## config.mk

```make
export PLATFORM = sky130hd
export DESIGN_NAME = lxcache_mem_intf_flat
export DESIGN_NICKNAME = d
export VERILOG_FILES = /design/src/rtl/lxcache_mem_intf_pkg.sv /design/src/rtl/lxcache_mem_intf_if.sv /design/src/rtl/lxcache_mem_intf_reissue_timer.sv /design/src/rtl/lxcache_mem_intf.sv /design/src/flat_wrapper.sv
export SDC_FILE = /design/constraint.sdc
export NUM_CORES = 1
export LEC_CHECK = 0
export CAP_MARGIN = 20
export CORE_ASPECT_RATIO = 0.9
export CORE_MARGIN = 2
export CORE_UTILIZATION = 55
export DETAILED_ROUTE_END_ITERATION = 8
export PLACE_DENSITY_LB_ADDON = 0.2
export SYNTH_ARGS = -nofsm -noshare
export SYNTH_HDL_FRONTEND = slang
export SYNTH_SLANG_ARGS = --single-unit
```

## constraint.sdc

```tcl
create_clock -name clock -period 7.3 [get_ports clock]
set_input_delay 0.73 -clock clock [delete_from_list [all_inputs] [get_ports clock]]
set_output_delay 0.73 -clock clock [all_outputs]
set_load 0.02 [all_outputs]
```

## src/rtl/lxcache_mem_intf_pkg.sv

```systemverilog
// Shared message encodings, FSM state type and helper functions for the Lx cache
// memory-side interface.
package lxcache_mem_intf_pkg;

    localparam int MSG_W = 4;

    localparam logic [MSG_W-1:0] NO_REQ     = 4'd0;
    localparam logic [MSG_W-1:0] R_REQ      = 4'd1;
    localparam logic [MSG_W-1:0] WB_REQ     = 4'd2;
    localparam logic [MSG_W-1:0] C_FLUSH    = 4'd3;
    localparam logic [MSG_W-1:0] REQ_FLUSH  = 4'd4;
    localparam logic [MSG_W-1:0] INV        = 4'd5;
    localparam logic [MSG_W-1:0] MEM_RESP   = 4'd6;
    localparam logic [MSG_W-1:0] MEM_RESP_S = 4'd7;
    localparam logic [MSG_W-1:0] MEM_C_RESP = 4'd8;

    typedef enum logic [2:0] {
        IDLE,
        REQ_OUT,
        BACKOFF,
        RESP,
        WAIT_CLEAR,
        EXT_FWD,
        EXT_REPLY
    } state_t;

    function automatic logic is_response(input logic [MSG_W-1:0] msg);
        return (msg == MEM_RESP) || (msg == MEM_RESP_S) || (msg == MEM_C_RESP);
    endfunction

    // Ceiling log2, usable in constant expressions.
    function automatic int log2(input int value);
        int result;
        result = 0;
        for (int i = 0; i < 31; i++) begin
            if ((1 << i) < value) result = i + 1;
        end
        return result;
    endfunction

endpackage

```

## src/rtl/lxcache_mem_intf_if.sv

```systemverilog
// Bundle of controller-side and next-level-side signals of the Lx cache memory interface.
interface lxcache_mem_intf_if #(
    parameter int MSG_BITS     = 4,
    parameter int ADDRESS_BITS = 32,
    parameter int CACHE_WIDTH  = 32
);
    logic [MSG_BITS-1:0]     cache2mem_msg;
    logic [ADDRESS_BITS-1:0] cache2mem_address;
    logic [CACHE_WIDTH-1:0]  cache2mem_data;
    logic [MSG_BITS-1:0]     mem2cache_msg;
    logic [ADDRESS_BITS-1:0] mem2cache_address;
    logic [CACHE_WIDTH-1:0]  mem2cache_data;
    logic                    mem_intf_busy;
    logic [ADDRESS_BITS-1:0] mem_intf_address;
    logic                    mem_intf_address_valid;
    logic [MSG_BITS-1:0]     mem_msg_out;
    logic [ADDRESS_BITS-1:0] mem_address_out;
    logic [CACHE_WIDTH-1:0]  mem_data_out;
    logic [MSG_BITS-1:0]     mem_msg_in;
    logic [ADDRESS_BITS-1:0] mem_address_in;
    logic [CACHE_WIDTH-1:0]  mem_data_in;

    // The environment (controller plus next level) drives the master side.
    modport master (
        output cache2mem_msg, cache2mem_address, cache2mem_data,
        output mem_msg_in, mem_address_in, mem_data_in,
        input  mem2cache_msg, mem2cache_address, mem2cache_data,
        input  mem_intf_busy, mem_intf_address, mem_intf_address_valid,
        input  mem_msg_out, mem_address_out, mem_data_out
    );

    modport slave (
        input  cache2mem_msg, cache2mem_address, cache2mem_data,
        input  mem_msg_in, mem_address_in, mem_data_in,
        output mem2cache_msg, mem2cache_address, mem2cache_data,
        output mem_intf_busy, mem_intf_address, mem_intf_address_valid,
        output mem_msg_out, mem_address_out, mem_data_out
    );

endinterface

```

## src/rtl/lxcache_mem_intf_reissue_timer.sv

```systemverilog
// Saturating cycle counter that flags when an outstanding request should be reissued.
module lxcache_reissue_timer
    import lxcache_mem_intf_pkg::*;
#(
    parameter int REISSUE_COUNT = 100
) (
    input  logic clock,
    input  logic reset,
    input  logic clear,
    input  logic enable,
    output logic expired
);

    localparam int CNT_W = log2(REISSUE_COUNT + 1);
    localparam logic [CNT_W-1:0] LAST    = CNT_W'(REISSUE_COUNT - 1);
    localparam logic [CNT_W-1:0] CNT_MAX = '1;

    logic [CNT_W-1:0] count;

    always_ff @(posedge clock) begin
        if (reset || clear) begin
            count <= '0;
        end else if (enable && (count != CNT_MAX)) begin
            count <= count + 1'b1;
        end
    end

    assign expired = (count == LAST);

endmodule

```

## src/rtl/lxcache_mem_intf.sv

```systemverilog
// Memory-side interface of the Lx cache: one outstanding controller request with
// timeout reissue, plus relay of downstream coherence requests and their replies.
module lxcache_mem_intf
    import lxcache_mem_intf_pkg::*;
#(
    parameter int DATA_WIDTH    = 8,
    parameter int OFFSET_BITS   = 2,
    parameter int ADDRESS_BITS  = 32,
    parameter int MSG_BITS      = 4,
    parameter int REISSUE_COUNT = 100
) (
    input logic               clock,
    input logic               reset,
    lxcache_mem_intf_if.slave bus
);

    localparam int CACHE_WIDTH = DATA_WIDTH << OFFSET_BITS;

    state_t state, state_d;
    logic   expired;

    logic [MSG_BITS-1:0]     req_msg, req_msg_d, ext_msg, ext_msg_d, ans_msg, ans_msg_d;
    logic [ADDRESS_BITS-1:0] req_addr, req_addr_d, ext_addr, ext_addr_d, ans_addr, ans_addr_d;
    logic [CACHE_WIDTH-1:0]  req_data, req_data_d, ext_data, ext_data_d, ans_data, ans_data_d;

    logic [MSG_BITS-1:0]     m2c_msg_d, out_msg_d;
    logic [ADDRESS_BITS-1:0] m2c_addr_d, out_addr_d, intf_addr_d;
    logic [CACHE_WIDTH-1:0]  m2c_data_d, out_data_d;
    logic                    busy_d, valid_d;

    lxcache_reissue_timer #(.REISSUE_COUNT(REISSUE_COUNT)) reissue_timer (
        .clock   (clock),
        .reset   (reset),
        .clear   (state != REQ_OUT),
        .enable  (state == REQ_OUT),
        .expired (expired)
    );

    always_comb begin
        state_d    = state;
        req_msg_d  = req_msg;
        req_addr_d = req_addr;
        req_data_d = req_data;
        ext_msg_d  = ext_msg;
        ext_addr_d = ext_addr;
        ext_data_d = ext_data;
        ans_msg_d  = ans_msg;
        ans_addr_d = ans_addr;
        ans_data_d = ans_data;

        case (state)
            IDLE: begin
                if ((bus.mem_msg_in != NO_REQ) && !is_response(bus.mem_msg_in)) begin
                    ext_msg_d  = bus.mem_msg_in;
                    ext_addr_d = bus.mem_address_in;
                    ext_data_d = bus.mem_data_in;
                    state_d    = EXT_FWD;
                end else if (bus.cache2mem_msg != NO_REQ) begin
                    req_msg_d  = bus.cache2mem_msg;
                    req_addr_d = bus.cache2mem_address;
                    req_data_d = bus.cache2mem_data;
                    state_d    = REQ_OUT;
                end
            end
            REQ_OUT: begin
                // A matching response wins over a timeout in the same cycle.
                if (is_response(bus.mem_msg_in) && (bus.mem_address_in == req_addr)) begin
                    ans_msg_d  = bus.mem_msg_in;
                    ans_addr_d = req_addr;
                    ans_data_d = bus.mem_data_in;
                    state_d    = RESP;
                end else if (expired) begin
                    state_d = BACKOFF;
                end
            end
            BACKOFF:    state_d = REQ_OUT;
            RESP:       state_d = WAIT_CLEAR;
            WAIT_CLEAR: if (bus.cache2mem_msg == NO_REQ) state_d = IDLE;
            EXT_FWD: begin
                if ((bus.cache2mem_msg != NO_REQ) && (bus.cache2mem_address == ext_addr)) begin
                    ans_msg_d  = bus.cache2mem_msg;
                    ans_addr_d = bus.cache2mem_address;
                    ans_data_d = bus.cache2mem_data;
                    state_d    = EXT_REPLY;
                end
            end
            EXT_REPLY: begin
                if ((bus.mem_msg_in != ext_msg) || (bus.mem_address_in != ext_addr))
                    state_d = WAIT_CLEAR;
            end
            default: state_d = IDLE;
        endcase

        // Outputs are decoded from the next state so they appear right after the deciding edge.
        m2c_msg_d   = NO_REQ;
        m2c_addr_d  = '0;
        m2c_data_d  = '0;
        out_msg_d   = NO_REQ;
        out_addr_d  = '0;
        out_data_d  = '0;
        intf_addr_d = '0;
        valid_d     = 1'b0;
        busy_d      = (state_d != IDLE);

        case (state_d)
            REQ_OUT: begin
                out_msg_d   = req_msg_d;
                out_addr_d  = req_addr_d;
                out_data_d  = req_data_d;
                intf_addr_d = req_addr_d;
                valid_d     = 1'b1;
            end
            BACKOFF: begin
                intf_addr_d = req_addr_d;
                valid_d     = 1'b1;
            end
            RESP: begin
                m2c_msg_d   = ans_msg_d;
                m2c_addr_d  = ans_addr_d;
                m2c_data_d  = ans_data_d;
                intf_addr_d = req_addr_d;
                valid_d     = 1'b1;
            end
            EXT_FWD: begin
                m2c_msg_d   = ext_msg_d;
                m2c_addr_d  = ext_addr_d;
                m2c_data_d  = ext_data_d;
                intf_addr_d = ext_addr_d;
                valid_d     = 1'b1;
            end
            EXT_REPLY: begin
                out_msg_d   = ans_msg_d;
                out_addr_d  = ans_addr_d;
                out_data_d  = ans_data_d;
                intf_addr_d = ext_addr_d;
                valid_d     = 1'b1;
            end
            default: ;
        endcase
    end

    always_ff @(posedge clock) begin
        if (reset) begin
            state                      <= IDLE;
            req_msg                    <= NO_REQ;
            req_addr                   <= '0;
            req_data                   <= '0;
            ext_msg                    <= NO_REQ;
            ext_addr                   <= '0;
            ext_data                   <= '0;
            ans_msg                    <= NO_REQ;
            ans_addr                   <= '0;
            ans_data                   <= '0;
            bus.mem2cache_msg          <= NO_REQ;
            bus.mem2cache_address      <= '0;
            bus.mem2cache_data         <= '0;
            bus.mem_msg_out            <= NO_REQ;
            bus.mem_address_out        <= '0;
            bus.mem_data_out           <= '0;
            bus.mem_intf_address       <= '0;
            bus.mem_intf_address_valid <= 1'b0;
            bus.mem_intf_busy          <= 1'b0;
        end else begin
            state                      <= state_d;
            req_msg                    <= req_msg_d;
            req_addr                   <= req_addr_d;
            req_data                   <= req_data_d;
            ext_msg                    <= ext_msg_d;
            ext_addr                   <= ext_addr_d;
            ext_data                   <= ext_data_d;
            ans_msg                    <= ans_msg_d;
            ans_addr                   <= ans_addr_d;
            ans_data                   <= ans_data_d;
            bus.mem2cache_msg          <= m2c_msg_d;
            bus.mem2cache_address      <= m2c_addr_d;
            bus.mem2cache_data         <= m2c_data_d;
            bus.mem_msg_out            <= out_msg_d;
            bus.mem_address_out        <= out_addr_d;
            bus.mem_data_out           <= out_data_d;
            bus.mem_intf_address       <= intf_addr_d;
            bus.mem_intf_address_valid <= valid_d;
            bus.mem_intf_busy          <= busy_d;
        end
    end

endmodule
```

## src/flat_wrapper.sv

```systemverilog
// flat-port wrapper written by rule: the top's interface ports become plain ports
module lxcache_mem_intf_flat import lxcache_mem_intf_pkg::*;
#(
    parameter int DATA_WIDTH    = 8,
    parameter int OFFSET_BITS   = 2,
    parameter int ADDRESS_BITS  = 32,
    parameter int MSG_BITS      = 4,
    parameter int REISSUE_COUNT = 100
)
  (clock, reset, bus_cache2mem_msg, bus_cache2mem_address, bus_cache2mem_data, bus_mem_msg_in, bus_mem_address_in, bus_mem_data_in, bus_mem2cache_msg, bus_mem2cache_address, bus_mem2cache_data, bus_mem_intf_busy, bus_mem_intf_address, bus_mem_intf_address_valid, bus_mem_msg_out, bus_mem_address_out, bus_mem_data_out);
  lxcache_mem_intf_if #(.MSG_BITS(MSG_BITS), .ADDRESS_BITS(ADDRESS_BITS)) bus_i ();
  input logic clock;
  input logic reset;
  input wire logic [$bits(bus_i.cache2mem_msg)-1:0] bus_cache2mem_msg;
  input wire logic [$bits(bus_i.cache2mem_address)-1:0] bus_cache2mem_address;
  input wire logic [$bits(bus_i.cache2mem_data)-1:0] bus_cache2mem_data;
  input wire logic [$bits(bus_i.mem_msg_in)-1:0] bus_mem_msg_in;
  input wire logic [$bits(bus_i.mem_address_in)-1:0] bus_mem_address_in;
  input wire logic [$bits(bus_i.mem_data_in)-1:0] bus_mem_data_in;
  output wire logic [$bits(bus_i.mem2cache_msg)-1:0] bus_mem2cache_msg;
  output wire logic [$bits(bus_i.mem2cache_address)-1:0] bus_mem2cache_address;
  output wire logic [$bits(bus_i.mem2cache_data)-1:0] bus_mem2cache_data;
  output wire logic [$bits(bus_i.mem_intf_busy)-1:0] bus_mem_intf_busy;
  output wire logic [$bits(bus_i.mem_intf_address)-1:0] bus_mem_intf_address;
  output wire logic [$bits(bus_i.mem_intf_address_valid)-1:0] bus_mem_intf_address_valid;
  output wire logic [$bits(bus_i.mem_msg_out)-1:0] bus_mem_msg_out;
  output wire logic [$bits(bus_i.mem_address_out)-1:0] bus_mem_address_out;
  output wire logic [$bits(bus_i.mem_data_out)-1:0] bus_mem_data_out;
  assign bus_i.cache2mem_msg = bus_cache2mem_msg;
  assign bus_i.cache2mem_address = bus_cache2mem_address;
  assign bus_i.cache2mem_data = bus_cache2mem_data;
  assign bus_i.mem_msg_in = bus_mem_msg_in;
  assign bus_i.mem_address_in = bus_mem_address_in;
  assign bus_i.mem_data_in = bus_mem_data_in;
  assign bus_mem2cache_msg = bus_i.mem2cache_msg;
  assign bus_mem2cache_address = bus_i.mem2cache_address;
  assign bus_mem2cache_data = bus_i.mem2cache_data;
  assign bus_mem_intf_busy = bus_i.mem_intf_busy;
  assign bus_mem_intf_address = bus_i.mem_intf_address;
  assign bus_mem_intf_address_valid = bus_i.mem_intf_address_valid;
  assign bus_mem_msg_out = bus_i.mem_msg_out;
  assign bus_mem_address_out = bus_i.mem_address_out;
  assign bus_mem_data_out = bus_i.mem_data_out;
  lxcache_mem_intf #(.DATA_WIDTH(DATA_WIDTH), .OFFSET_BITS(OFFSET_BITS), .ADDRESS_BITS(ADDRESS_BITS), .MSG_BITS(MSG_BITS), .REISSUE_COUNT(REISSUE_COUNT)) u_core (.clock(clock), .reset(reset), .bus(bus_i));
endmodule
```

==> results.md, run 1 <==
- Vias in the first global route: 12.5k
- Max FO, Critical Path: 60
- RSZ-0062 raised after global routing: no
- Gr ovfl total: 0
- Top sig layer: met4
- Post-synthesis sequential area ratio: 52.5%
- Post-CTS Setup Inserts: 0
- Clock Skew: 0.0202 ns
- DP Area: about 18,000 um^2
- Max Cap Viol: 0
- WL/cell: 22.1 um
- H-tree Lvls: 2
- Layout area overhead: 31.2%
- Nets: 1,935
- Status: finished clean
- Post-synth EDFFs: 0
- Proportion of layout cells with a drive suffix above 1: 5.53%
- CTS tree: yes
- WP data required: about 7.8 ns
- Clk buf depth: 3
- Worst setup SP type: input pin
- Via count: 13.3k
- RePlAce Congestion: 0.981
- First-pass GRT wire length: 72,600 um
- CP arrival: 4.73 ns
- Row Count: between 50 and 60
- Post-route DRC violation count: 0
- Starting Density: 56.0%
- Synth Flop Type: dfxtp_1
- Antenna viol nets, final: 0
- DP Wirelength: 30,300 um
- Hold slack: 0.459 ns
- Top area cells in the synthesized netlist: dfxtp_1 52%, a22o_1 7.3%, nand2_1 5.0%
- Layout Cells excl Fill: 2,177
- Fin crit period: 4.27 ns
- Clk slew on worst S/H paths: ~0.060 ns
- CTS buffer count: 38
- Final setup fails: 0
- Yosys warning total: 0
- Dpl cells: 2,102
- Hold Path Origin: u_core.ans_data[8]$_SDFF_PP0_
- R2R Path Start: u_core.ext_addr[30]$_SDFF_PP0_
- Clk Latency, worst-skew pair: 0.53 ns
- Hold Buf Count CTS: 0
- Largest area contributor in the netlist: dfxtp_1
- Critical path endpoint category: flop
- Core Util, Final: 73.5%
- Core area: 26,100 um^2
- Met3 WL: 5020 um
- Met2 Routed Length: around 22,000 um
- Initial antenna violation count: 4
- CP Class: input pin to flop
- Min-delay worst type: flop to flop
- Avg Cell Area, Syn: 9.46 um^2
- Cell count after synthesis: 1,548
- PwrDens: 263 nW/um^2
- Final worst slack: 3.03 ns
- Die X: roughly 180 um
- Drt first pass iters: 6
- Synth cell types: 53
- Io pins: 308
- # port buffers: 307
- Syn nets: 1,687
- Worst slack at placement: 2.53 ns
- Post-route cell area: 19,200 um^2
- Largest net degree at the start of global routing: 117
- DRT iter0 DRCs: 1,616
- Die area: 28,000 um^2
- CTS Root Cell: clkbuf_16
- Critical path startpoint: bus_mem_address_in[23]
- # clock sinks: 384
- Slew HR: 27.5%
- Mapped cell area: 14,600 um^2
- Routed length on met1: 20,100 um
- Final Hold Viols: 0
- All-Layer GR Usage: 33.1%
- Tot Pwr: 5.05 mW
- Final Slew Violations: 0
- Fmax: 0.234 GHz
- WL final: between 40,000 and 50,000 um
- Static leakage: around 7.2 nW
- Die Height: 159 um
- Yosys reg bits: 384
- Top cell type's share of synthesized area: a little over half
- Via/cell ratio: 6.09
- Crit share post-route: between 50% and 60%
- Post-cts sizing count: 0
- Async SR Flop Fraction: 0%
- Post-route setup TNS: 0 ns
- VDD IR max: 0.182 mV
- Worst Max-Slew Pin Slew: 1.09 ns
## cell usage in the layout, fill, tap and decap left out, types with 3 or more instances in the layout
| cell | instances |
|---|---|
| and2_1 | 4 |
| and3_1 | 5 |
| nor4_4 | 3 |
| mux2i_1 | 70 |
| nor3_1 | 72 |
| buf_4 | 14 |
| bufinv_16 | 4 |
| clkinv_2 | 6 |
| a21oi_1 | 127 |
| a211o_1 | 5 |
| nand4_1 | 19 |
| dfxtp_1 | 384 |
| xnor2_1 | 59 |
| xor2_1 | 46 |
| and4_1 | 7 |
| diode_2 | 4 |
| nor4_1 | 14 |
| nand3_1 | 14 |
| o22ai_1 | 31 |
| a22o_1 | 122 |
| clkbuf_8 | 10 |
| inv_1 | 10 |
| nor2_1 | 120 |
| o211ai_1 | 6 |
| clkbuf_16 | 41 |
| o2bb2ai_1 | 27 |
| nor4_2 | 3 |
| a31oi_1 | 7 |
| clkdlybuf4s50_1 | 306 |
| nand2_1 | 196 |
| o21ai_0 | 45 |
| clkbuf_1 | 8 |
## critical path: stages
cell and delay, ns:
clkdlybuf4s50_1 0.56, xor2_1 0.50, nor4_2 0.13, nand4bb_1 0.23
or4b_2 0.89, and3_1 0.56, and2_4 0.81, a22o_1 0.25
## final cells by class
class | instances | area, um^2
sequential | 384 | 7690
antenna | 4 | 10.0
inverter | 10 | 37.5
multi-input combinational | 1040 | 6500
timing repair buffer | 322 | 3210
clock inverter | 10 | 150
clock buffer | 59 | 1190
fill | 1888 | 6920
tap | 348 | 435
## power breakdown
group,switching [mW],internal (mW)
combinational,0.428,0.285
clock,0.817,1.27
sequential,0.0563,2.19
total,1.30,3.75
## cell usage after synthesis, types with 4 or more instances
cell type / instances
a211o_1: 5
a21oi_1: 127
a22o_1: 122
a31oi_1: 7
and2_1: 5
and3_1: 6
and4_1: 7
buf_1: 13
buf_2: 14
buf_6: 6
clkbuf_1: 81
dfxtp_1: 384
inv_1: 10
mux2i_1: 70
nand2_1: 196
nand3_1: 15
nand4_1: 19
nor2_1: 121
nor3_1: 72
nor4_1: 15
nor4_2: 4
o211ai_1: 6
o21ai_0: 45
o22ai_1: 31
o2bb2ai_1: 27
xnor2_1: 59
xor2_1: 46
## worst paths after layout
check / end / slack [ns] / cells after the start
max reg2reg: u_core.bus.mem_intf_address[24]$_SDFF_PP0_ / 3.38 / 8
max: u_core.bus.mem_address_out[7]$_SDFF_PP0_ / 3.03 / 8
min: u_core.ans_data[8]$_SDFF_PP0_ / 0.46 / 2
min reg2reg: u_core.ans_data[8]$_SDFF_PP0_ / 0.46 / 2
## cells by family after synthesis
| kind of cell | share of synthesized area (%) |
|---|---|
| adders and majority gates | 0.0854 |
| xor gates and xnor gates | 6.28 |
| AOI/OAI and AO/OA | 17.9 |
| muxes | 4.94 |
| buffers and inverters | 3.61 |
| DFF | 52.5 |
| and+or+nand+nor | 14.7 |
## layer usage
metal	track usage, %	vias up
li1	-	5968
met1	46.4	6322
met2	51.0	860
met3	6.42	105
met4	11.4	0
met5	0	-
Power figures use the tool's default switching activity.
==> run 2: changes to the inputs <==
Settings changed: CORE_UTILIZATION 55 to 51.
Clock period 7.3 ns to 4.2 ns, I/O delays scaled along.
==> run 2 against run 1 <==
  * Sequential cell count stayed put
  * First-iteration DRC count is 17% lower
  * Power is 76% higher
  * Cell area is 1.2% higher
  * Sequential share of layout area is 0.46 points lower
  * Combinational power is 77% higher
  * Clock power is 77% higher
  * Hold slack worse by 0.091 ns
  * Clock skew is 0.0065 ns lower
  * Largest cell class unchanged
  * Largest power group unchanged
  * Highest routed layer unchanged
==> results.md, run 2 (synthesized netlist as in run 1, its figures left out) <==
- Final Slew Violations: 0 (unchanged)
- CTS buffer count: 39 (+2.6%)
- Clk Latency, worst-skew pair: 0.52 ns (about the same)
- WL/cell: 22.1 um (+0.12%)
- Vias in the first global route: 13.1k (+4.5%)
- # clock sinks: 384 (unchanged)
- Worst setup SP type: input pin
- Core Util, Final: 69.2% (-4.3 points)
- Routed length on met1: 20,100 um (-0.12%)
- Antenna viol nets, final: 0 (unchanged)
- Reg-to-reg endpoint: u_core.bus.mem_address_out[17]$_SDFF_PP0_
- Max incr delay on CP: 0.55 ns (-0.34 ns)
- Starting Density: 52.1% (-3.9 points)
- Post-route setup TNS: 0 ns (unchanged)
- H-tree Lvls: 2 (unchanged)
- R2r worst-path depth: 10 (+2)
- Via count: 13.1k (-0.81%)
- Gr ovfl total: 0 (unchanged)
- Most common cell after layout, fill and taps aside: dfxtp_1
- Min-delay worst type: input pin to flop
- Static leakage: 7.36 nW (+1.7%)
- Crit share post-route: 76.8%
- Most frequent cells in the layout: 384 x dfxtp_1, 306 x clkdlybuf4s50_1, 196 x nand2_1
- Clk buf depth: 3 (unchanged)
- Largest net degree at the start of global routing: 137 (+17%)
- Met3 WL: 5630 um (+12%)
- Post-route DRC violation count: 0 (unchanged)
- Max FO, Critical Path: 39 (-35%)
- RSZ-0062 raised after global routing: no
- RePlAce Congestion: 1.01 (+3.4%)
- Initial antenna violation count: 3 (-1)
- Fmax: between 0.3 and 0.4 GHz
- Final Hold Viols: 0 (unchanged)
- Hold path cells: 2 (unchanged)
- Top sig layer: met4
- WHS Endpoint: u_core.state[2]$_SDFF_PP0_
- CTS tree: yes
- Reg2reg setup slack: 1.04 ns (-2.34 ns)
- Fin crit period: 3.23 ns
- Nets: 1,958 (+1.2%)
- # port buffers: 307 (unchanged)
- PwrDens: 456 nW/um^2 (+74%)
- VDD IR max: 0.350 mV (+93%)
- Drt first pass iters: 7 (+1)
- Io pins: 308 (unchanged)
- Hold Path Origin: reset
- Post-cts sizing count: 0 (unchanged)
- Final setup fails: 0 (unchanged)
- Critical path endpoint category: flop
- Crit-path cells: clkdlybuf4s50_1 > xnor2_1 > nand4_1 > or4_4 > nor3_2 > buf_4 > o21ai_0 > buf_4 > and2_2 > buf_4 > a22o_1
- Status: finished clean
- CP Class: input pin to flop
- Post-CTS Setup Inserts: 0 (unchanged)
- Max Cap Viol: 0 (unchanged)
- Via/cell ratio: 5.95 (-2.3%)
- WL final: 48,900 um (+1.6%)
- Hold Buf Count CTS: 0 (unchanged)
- Core area: 28,100 um^2 (+7.5%)
- WP data required: 4.61 ns (-3.15 ns)
- Layout area overhead: 32.8%
- Clock Skew: 0.0137 ns (-0.00648 ns)
- Clk slew on worst S/H paths: 0.06 ns (about the same)
- Proportion of layout cells with a drive suffix above 1: 6.45% (+0.91 points)
- CTS Root Cell: clkbuf_16
- DP Wirelength: 32,500 um (+7.4%)
- First-pass GRT wire length: 73,800 um (+1.7%)
- Worst Max-Slew Pin Slew: 0.820 ns (-0.268 ns)
- Row Count: 58 (+3.6%)
- Met2 Routed Length: 21,700 um (+1.1%)
- DRT iter0 DRCs: 1,339 (-17%)
- Die Height: 165 um (+3.8%)
- CP arrival: 3.64 ns (-1.09 ns)
- Slew HR: 45.4% (+18 points)
- CP max-delay cell: or4_4
- All-Layer GR Usage: 31.9% (-1.2 points)
- Most used cell, CP: buf_4
- Die X: 183 um (+3.8%)
- Die area: 30,100 um^2 (+7.7%)
- Tot Pwr: 8.86 mW (+76%)
- R2R Path Start: u_core.ext_addr[10]$_SDFF_PP0_
run 2: changes by cell type in the layout (fill, tap and decap cells not counted), moves of 2 or more:
cell	delta
clkbuf_8	-4
bufinv_16	+2
buf_12	+4
inv_6	+2
buf_4	+19
run 2: report_power, final:
part           leakage, nW  internal (mW)  switching, mW
clock                0.674           2.26           1.43
sequential            3.12           3.81         0.0969
combinational         3.57          0.515          0.748
total                 7.36           6.59           2.28
run 2: how the worst max path moves through the flow:
stage	start	to	cells after the start
after floorplan	bus_mem_address_in[5]	u_core.bus.mem_address_out[27]$_SDFF_PP0_	11
after global placement	bus_mem_address_in[3]	u_core.bus.mem_address_out[8]$_SDFF_PP0_	9
after detailed placement	bus_cache2mem_address[26]	u_core.bus.mem_address_out[10]$_SDFF_PP0_	11
after CTS	bus_cache2mem_address[26]	u_core.bus.mem_address_out[17]$_SDFF_PP0_	11
after global routing	bus_cache2mem_address[26]	u_core.bus.mem_address_out[10]$_SDFF_PP0_	11
final	bus_cache2mem_address[26]	u_core.bus.mem_address_out[17]$_SDFF_PP0_	11
run 2: stage by stage:
step | hold WS (ns) | worst slack (ns) | instances | area, um^2
finish | 0.368 | 0.973 | 2210 | 19400
global route | 0.379 | 0.818 | 2208 | 19400
detailed placement | 0.453 | 0.563 | 2138 | 18100
global placement | 0.445 | 0.649 | 2138 | 18100
CTS | 0.358 | 1.10 | 2206 | 19400
floorplan | 0.436 | 1.56 | 1548 | 14600
run 2: metal layers:
layer,track usage (%),vias to the layer above
met3,9.50,111
met4,11.5,0
met5,0,-
met2,49.3,723
met1,42.5,6303
li1,-,6011
run 2: layout make-up:
cell class	instances	area (um^2)
Sequential cell	384	7690
Timing Repair Buffer	344	3400
Clock buffer	54	1130
Inverter	10	37.5
Antenna cell	4	10.0
Clock inverter	14	228
Fill cell	2172	8640
Tap cell	360	450
Multi-Input combinational cell	1040	6490
run 2: worst max-delay path, delay by kind of cell:
kind / cells / cell delay [ns]
simple gates: 4 / 1.25
xor+xnor: 1 / 0.41
compound gates: 2 / 0.35
buf+inv: 4 / 1.20
